[config.mk]
export PLATFORM = sky130hd
export DESIGN_NAME = vram_arbiter
export DESIGN_NICKNAME = d
export VERILOG_FILES = /design/src/rtl/vram_arbiter.sv
export SDC_FILE = /design/constraint.sdc
export NUM_CORES = 1
export LEC_CHECK = 0
export CAP_MARGIN = 10
export CELL_PAD_IN_SITES_DETAIL_PLACEMENT = 0
export CELL_PAD_IN_SITES_GLOBAL_PLACEMENT = 1
export CORE_MARGIN = 2
export CORE_UTILIZATION = 46
export CTS_CLUSTER_DIAMETER = 100
export DETAILED_ROUTE_END_ITERATION = 12
export HOLD_SLACK_MARGIN = 0.03
export PLACE_DENSITY_LB_ADDON = 0.1
export SYNTH_ARGS = -nofsm -noshare
export SYNTH_HDL_FRONTEND = slang
export SYNTH_SLANG_ARGS = --single-unit
[constraint.sdc]
create_clock -name clk -period 4.04 [get_ports clk]
set_clock_uncertainty 0.1 [all_clocks]
set_input_delay 0.404 -clock clk [delete_from_list [all_inputs] [get_ports clk]]
set_output_delay 0.404 -clock clk [all_outputs]
set_load 0.02 [all_outputs]
[src/rtl/vram_arbiter.sv]
// Arbitrates the single-port VRAM between CPU byte accesses and a sequential line fetcher feeding an FWFT pixel FIFO.
// Every access is ISSUE then CAPTURE (2 cycles); fetch refill is throttled by FIFO occupancy plus the in-flight fetch.
module vram_arbiter #(
    parameter int FIFO_DEPTH = 16,
    parameter int LOW_WATER  = 4
) (
    input  logic        clk,
    input  logic        reset,
    input  logic        cpu_req,
    input  logic        cpu_we,
    input  logic [15:0] cpu_addr,
    input  logic [7:0]  cpu_wdata,
    output logic        cpu_ack,
    output logic [7:0]  cpu_rdata,
    input  logic        line_start,
    input  logic [15:0] line_base,
    input  logic [9:0]  line_len,
    input  logic        pix_pop,
    output logic        pix_valid,
    output logic [7:0]  pix_data,
    output logic [15:0] ram_addr,
    output logic [7:0]  ram_wdata,
    input  logic [7:0]  ram_rdata,
    output logic        ram_we
);

    localparam int AW = $clog2(FIFO_DEPTH);
    localparam int CW = AW + 1;
    localparam int LW = CW + 1;
    localparam logic [LW-1:0] DEPTH_LVL = LW'(FIFO_DEPTH);
    localparam logic [CW-1:0] LOW_LVL   = CW'(LOW_WATER);

    typedef enum logic [2:0] {
        IDLE,
        CPU_ISSUE,
        CPU_CAPTURE,
        FETCH_ISSUE,
        FETCH_CAPTURE
    } state_t;

    state_t         state_q, state_d;
    logic [15:0]    ram_addr_q, ram_addr_d;
    logic [7:0]     ram_wdata_q, ram_wdata_d;
    logic           ram_we_q, ram_we_d;
    logic           op_we_q, op_we_d;
    logic [7:0]     cpu_rdata_q, cpu_rdata_d;
    logic [15:0]    base_q, base_d;
    logic [15:0]    offset_q, offset_d;
    logic [9:0]     remaining_q, remaining_d;
    logic           active_q, active_d;
    logic           drop_q, drop_d;
    logic [AW-1:0]  wr_ptr_q, wr_ptr_d;
    logic [AW-1:0]  rd_ptr_q, rd_ptr_d;
    logic [CW-1:0]  count_q, count_d;
    logic [7:0]     mem_q [FIFO_DEPTH];

    logic           fetch_cap;
    logic           push;
    logic           pop;
    logic           eff_active;
    logic [9:0]     eff_rem;
    logic [CW-1:0]  eff_count;
    logic           eff_inflight;
    logic [15:0]    eff_base;
    logic [15:0]    eff_offset;
    logic [LW-1:0]  level;
    logic           fetch_ok;
    logic           fetch_urgent;
    logic           cpu_ok;

    assign cpu_ack   = (state_q == CPU_CAPTURE);
    assign cpu_rdata = cpu_rdata_d;
    assign pix_valid = (count_q != '0);
    assign pix_data  = pix_valid ? mem_q[rd_ptr_q] : 8'h00;
    assign ram_addr  = ram_addr_q;
    assign ram_wdata = ram_wdata_q;
    assign ram_we    = ram_we_q;

    always_comb begin
        fetch_cap = (state_q == FETCH_CAPTURE);
        // A capture is discarded when its line was restarted under it, either now or during its ISSUE.
        push      = fetch_cap && !drop_q && !line_start;
        pop       = pix_pop && (count_q != '0) && !line_start;

        // Grant sees the line as it will be after a same-cycle restart, so the new line can be fetched at once.
        eff_active   = line_start ? (line_len != 10'd0) : active_q;
        eff_rem      = line_start ? line_len : remaining_q;
        eff_count    = line_start ? '0 : count_q;
        eff_inflight = push;
        eff_base     = line_start ? line_base : base_q;
        eff_offset   = line_start ? 16'h0000 : offset_q;
        level        = {1'b0, eff_count} + LW'(eff_inflight);

        fetch_ok     = eff_active && (eff_rem != 10'd0) && (level < DEPTH_LVL);
        fetch_urgent = fetch_ok && (eff_count < LOW_LVL);
        cpu_ok       = cpu_req && !cpu_ack;

        state_d     = state_q;
        ram_addr_d  = ram_addr_q;
        ram_wdata_d = ram_wdata_q;
        ram_we_d    = 1'b0;
        op_we_d     = op_we_q;
        cpu_rdata_d = (cpu_ack && !op_we_q) ? ram_rdata : cpu_rdata_q;

        case (state_q)
            CPU_ISSUE:   state_d = CPU_CAPTURE;
            FETCH_ISSUE: state_d = FETCH_CAPTURE;
            default: begin
                if (fetch_urgent || (fetch_ok && !cpu_ok)) begin
                    state_d    = FETCH_ISSUE;
                    ram_addr_d = eff_base + eff_offset;
                end else if (cpu_ok) begin
                    state_d     = CPU_ISSUE;
                    ram_addr_d  = cpu_addr;
                    ram_wdata_d = cpu_wdata;
                    ram_we_d    = cpu_we;
                    op_we_d     = cpu_we;
                end else begin
                    state_d = IDLE;
                end
            end
        endcase

        base_d      = base_q;
        offset_d    = offset_q;
        remaining_d = remaining_q;
        active_d    = active_q;
        drop_d      = line_start && (state_q == FETCH_ISSUE);
        if (line_start) begin
            base_d      = line_base;
            offset_d    = 16'h0000;
            remaining_d = line_len;
            active_d    = (line_len != 10'd0);
        end else if (state_q == FETCH_ISSUE) begin
            offset_d    = offset_q + 16'd1;
            remaining_d = remaining_q - 10'd1;
            active_d    = (remaining_q != 10'd1);
        end

        wr_ptr_d = wr_ptr_q;
        rd_ptr_d = rd_ptr_q;
        count_d  = count_q;
        if (line_start) begin
            wr_ptr_d = '0;
            rd_ptr_d = '0;
            count_d  = '0;
        end else begin
            wr_ptr_d = wr_ptr_q + AW'(push);
            rd_ptr_d = rd_ptr_q + AW'(pop);
            count_d  = count_q + CW'(push) - CW'(pop);
        end
    end

    always_ff @(posedge clk) begin
        if (reset) begin
            state_q     <= IDLE;
            ram_addr_q  <= 16'h0000;
            ram_wdata_q <= 8'h00;
            ram_we_q    <= 1'b0;
            op_we_q     <= 1'b0;
            cpu_rdata_q <= 8'h00;
            base_q      <= 16'h0000;
            offset_q    <= 16'h0000;
            remaining_q <= 10'd0;
            active_q    <= 1'b0;
            drop_q      <= 1'b0;
            wr_ptr_q    <= '0;
            rd_ptr_q    <= '0;
            count_q     <= '0;
        end else begin
            state_q     <= state_d;
            ram_addr_q  <= ram_addr_d;
            ram_wdata_q <= ram_wdata_d;
            ram_we_q    <= ram_we_d;
            op_we_q     <= op_we_d;
            cpu_rdata_q <= cpu_rdata_d;
            base_q      <= base_d;
            offset_q    <= offset_d;
            remaining_q <= remaining_d;
            active_q    <= active_d;
            drop_q      <= drop_d;
            wr_ptr_q    <= wr_ptr_d;
            rd_ptr_q    <= rd_ptr_d;
            count_q     <= count_d;
        end
    end

    always_ff @(posedge clk) begin
        if (push) begin
            mem_q[wr_ptr_q] <= ram_rdata;
        end
    end

endmodule

==> impl_metrics.csv <==
group,metric,value,unit
power,power,5.129,mW
cells_and_area,syn2layout_area_growth,21.28,%
synthesis,synth_ff_type,"edfxtp_1",
timing,period_share,88.09,%
cts,clkTransAtPathRegs,0.06,ns
drt,first_pass_iters,4,
run_status,status,"complete, no violations",
placement,dp_hpwl,16.85,mm
placement,place_ws,0.5298,ns
cells_and_area,layout_commonest_cell,"edfxtp_1",
cts,cts_root_buf,"clkbuf_16",
power,powerDensity,418.2,mW/mm^2
global_route,grt_pass1_wl,38.48,mm
floorplan,fp.dieH,152.3,microns
cells_and_area,final_util,56.55,%
worst_setup_path,worst_setup_path_start_kind,"flop",
global_route,grt_max_degree,33,
cells_and_area,layout_common_cells,"128 x edfxtp_1, 105 x clkdlybuf4s50_1, 93 x dfxtp_1",
cts,holdBufCountCts,0,
worst_setup_path,required,3.54,ns
timing,hold_viol,0,
synthesis,synth_top_family_by_area,"simple AND/OR/NAND/NOR gates",
timing,period_needed,3.559,ns
timing,tightestPinTransition,0.9829,ns
floorplan,initial_core_util,46.63,%
synthesis,syn_area_per_cell,12.47,sq um
cts,clock_sinks,222,
synthesis,synthSimpleGateAreaFrac,13.04,%
placement,place_area,0.01155,sq mm
synthesis,synthesis.area,0.01011,sq mm
min_path,hold_class,"in -> reg",
cells_and_area,num_antenna_cells,0,
floorplan,core_area,0.02169,sq mm
drt,wl,24.23,mm
global_route,antenna_found_initial,0,
floorplan,die-area,0.02319,sq mm
synthesis,synthXorXnorAreaFrac,2.771,%
drt,dr_total_vias,6785,
synthesis,ys_seq_area_share,56.61,%
synthesis,synthCells,811,
timing,relSlewSlack,34.23,%
synthesis,synth.area.mux_share,12.29,%
worst_setup_path,arrival,3.05,ns
power,worst_ir_drop_vdd,0.0002108,V
cts,insertion_delay,0.51,ns
power,p_seq_share,48.3,%
timing,max_freq,0.2810,GHz
placement,portBuffers,106,
power,p_clk_share,39.3,%
timing,fin_tns_setup,0,ns
placement,gp_congestion,0.8478,
global_route,grt_pass1_vias,6995,
drt,ant_nets,0,
synthesis,synth_compound_area_share,8.784,%
power,p_comb_share,12.4,%
timing,rsz0062_at_grt,"false",
power,netSwitchingPower,1.232,mW
run,maxCapViolCount,0,
drt,dr.first_iter.drc_count,339,
power,p_int,3.897,mW
floorplan,die_w,152.3,microns
synthesis,postSynthNetCount,905,
synthesis,synth_async_sr_flop_share,0,%
worst_setup_path,critPathCaptureType,"output port",
power,p_leak,4.355,nW
global_route,grt_usage,20.75,%
cells_and_area,layout-drive-gt1-share,14.65,%
power,swShare,24.02,%
drt,drc,0,
cts,cts_resized,0,
synthesis,yosysUniqueCellTypes,64,
cells_and_area,fin_nets,1019,
timing,setup_violations,0,
synthesis,ys_ff_latch,222,
global_route,grt_overflow,0,
floorplan,rows,54,
synthesis,yosysWarnings,0,
cts,cts_tree,"built",
cts,cts_buffers,23,
cts,clockBufferDepth,3,
worst_setup_path,critical_path_class,"reg -> out",
timing,fin_ws,0.4813,ns
floorplan,io-pin-count,107,
timing,slew_violations,0,
cells_and_area,stdcell_area,0.01227,sq mm
synthesis,synthAdderAreaFrac,3.860,%
cts,htree_levels,1,
drt,vias_per_cell,5.552,
cts,cts_setup_buffers,0,
worst_setup_path,cp_max_fo,27,
synthesis,synth_edf_count,128,
drt,avgRoutedWirePerCell,19.83,microns
-- routing by layer --
layer	track usage [%]	up-vias	share of wire (%)
li1	-	3254	-
met1	26.18	3312	42
met2	37.56	195	51
met3	3.726	24	5.6
met4	4.139	0	1.3
met5	0	-	0
-- power by group through the flow --
stage / combinational (mW) / sequential [mW] / clock [mW]
floorplan: 0.336 / 2.55 / 0
global placement: 0.629 / 2.52 / 0
detailed placement: 0.639 / 2.52 / 0
CTS: 0.642 / 2.48 / 2.06
global route: 0.692 / 2.48 / 2.15
finish: 0.635 / 2.48 / 2.02
-- area by class of cell --
type                    instances  area [sq um]
fillers                      1759          9423
flip-flops and latches        222          5727
multi-input cells             525          4135
repair buffers                130          1249
clock buffers                  37         679.4
well taps                     280         350.3
inverters                      23         86.33
clock inverters                 5         38.79
-- registers in the layout, summed over array words and instances (netlist names), 3 cells and up --
register and count:
mem_q 128, base_q 16, offset_q 16, ram_addr 16, remaining_q 10, cpu_rdata_q 8, ram_wdata 8, count_q 5
rd_ptr_q 4, wr_ptr_q 4, state_q 3
-- Yosys cell counts (10+ instances only) --
| library cell | instances | area share [%] |
|---|---|---|
| xnor2_1 | 16 | 1.4 |
| inv_1 | 22 | 0.82 |
| mux2_2 | 25 | 2.8 |
| edfxtp_1 | 128 | 38 |
| clkbuf_1 | 25 | 0.93 |
| xor2_1 | 16 | 1.4 |
| ha_1 | 28 | 3.5 |
| dfxtp_1 | 94 | 19 |
| nor2b_1 | 17 | 1.1 |
| nand3_1 | 28 | 1.4 |
| o21ai_0 | 23 | 1.1 |
| a311oi_1 | 12 | 1.0 |
| a21oi_1 | 50 | 2.5 |
| and2_1 | 37 | 2.3 |
| nand2_1 | 52 | 1.9 |
| nor3_1 | 10 | 0.49 |
| and3_1 | 11 | 0.68 |
| nor2_1 | 69 | 2.6 |
| mux4_2 | 40 | 8.9 |
-- logic make-up (layout without fill, tap and decap cells) --
logic type,Yosys count,in the layout
xor gates and xnor gates,32,32
muxes,71,71
DFF,222,222
buffers and inverters,64,195
and+or+nand+nor,262,262
AOI/OAI and AO/OA,130,130
adders and majority gates,30,30
-- path summary, 6_finish.rpt --
kind,end,cells after the start,slack [ns],from
setup reg to reg,count_q[4],16,0.94,count_q[2]
setup / recovery,pix_data[7],5,0.48,rd_ptr_q[0]
hold reg to reg,ram_wdata[1],2,0.39,ram_wdata[1]
hold / removal,ram_wdata[1],3,0.35,cpu_wdata[1]
-- critical path: stages (launching register included) --
cell and delay, ns:
dfxtp_2 0.48, buf_12 0.29, mux4_2 0.56, mux4_2 0.49
and2_1 0.18, clkdlybuf4s50_1 0.53
-- metrics by stage --
stage / hold WS [ns] / cells
2_1_floorplan: 0.3543 / 811
3_3_place_gp: 0.3633 / 1180
3_5_place_dp: 0.3733 / 1180
4_1_cts: 0.3383 / 1222
5_1_grt: 0.3443 / 1222
6_report: 0.3532 / 1222
(Power assumes the default switching activity.)
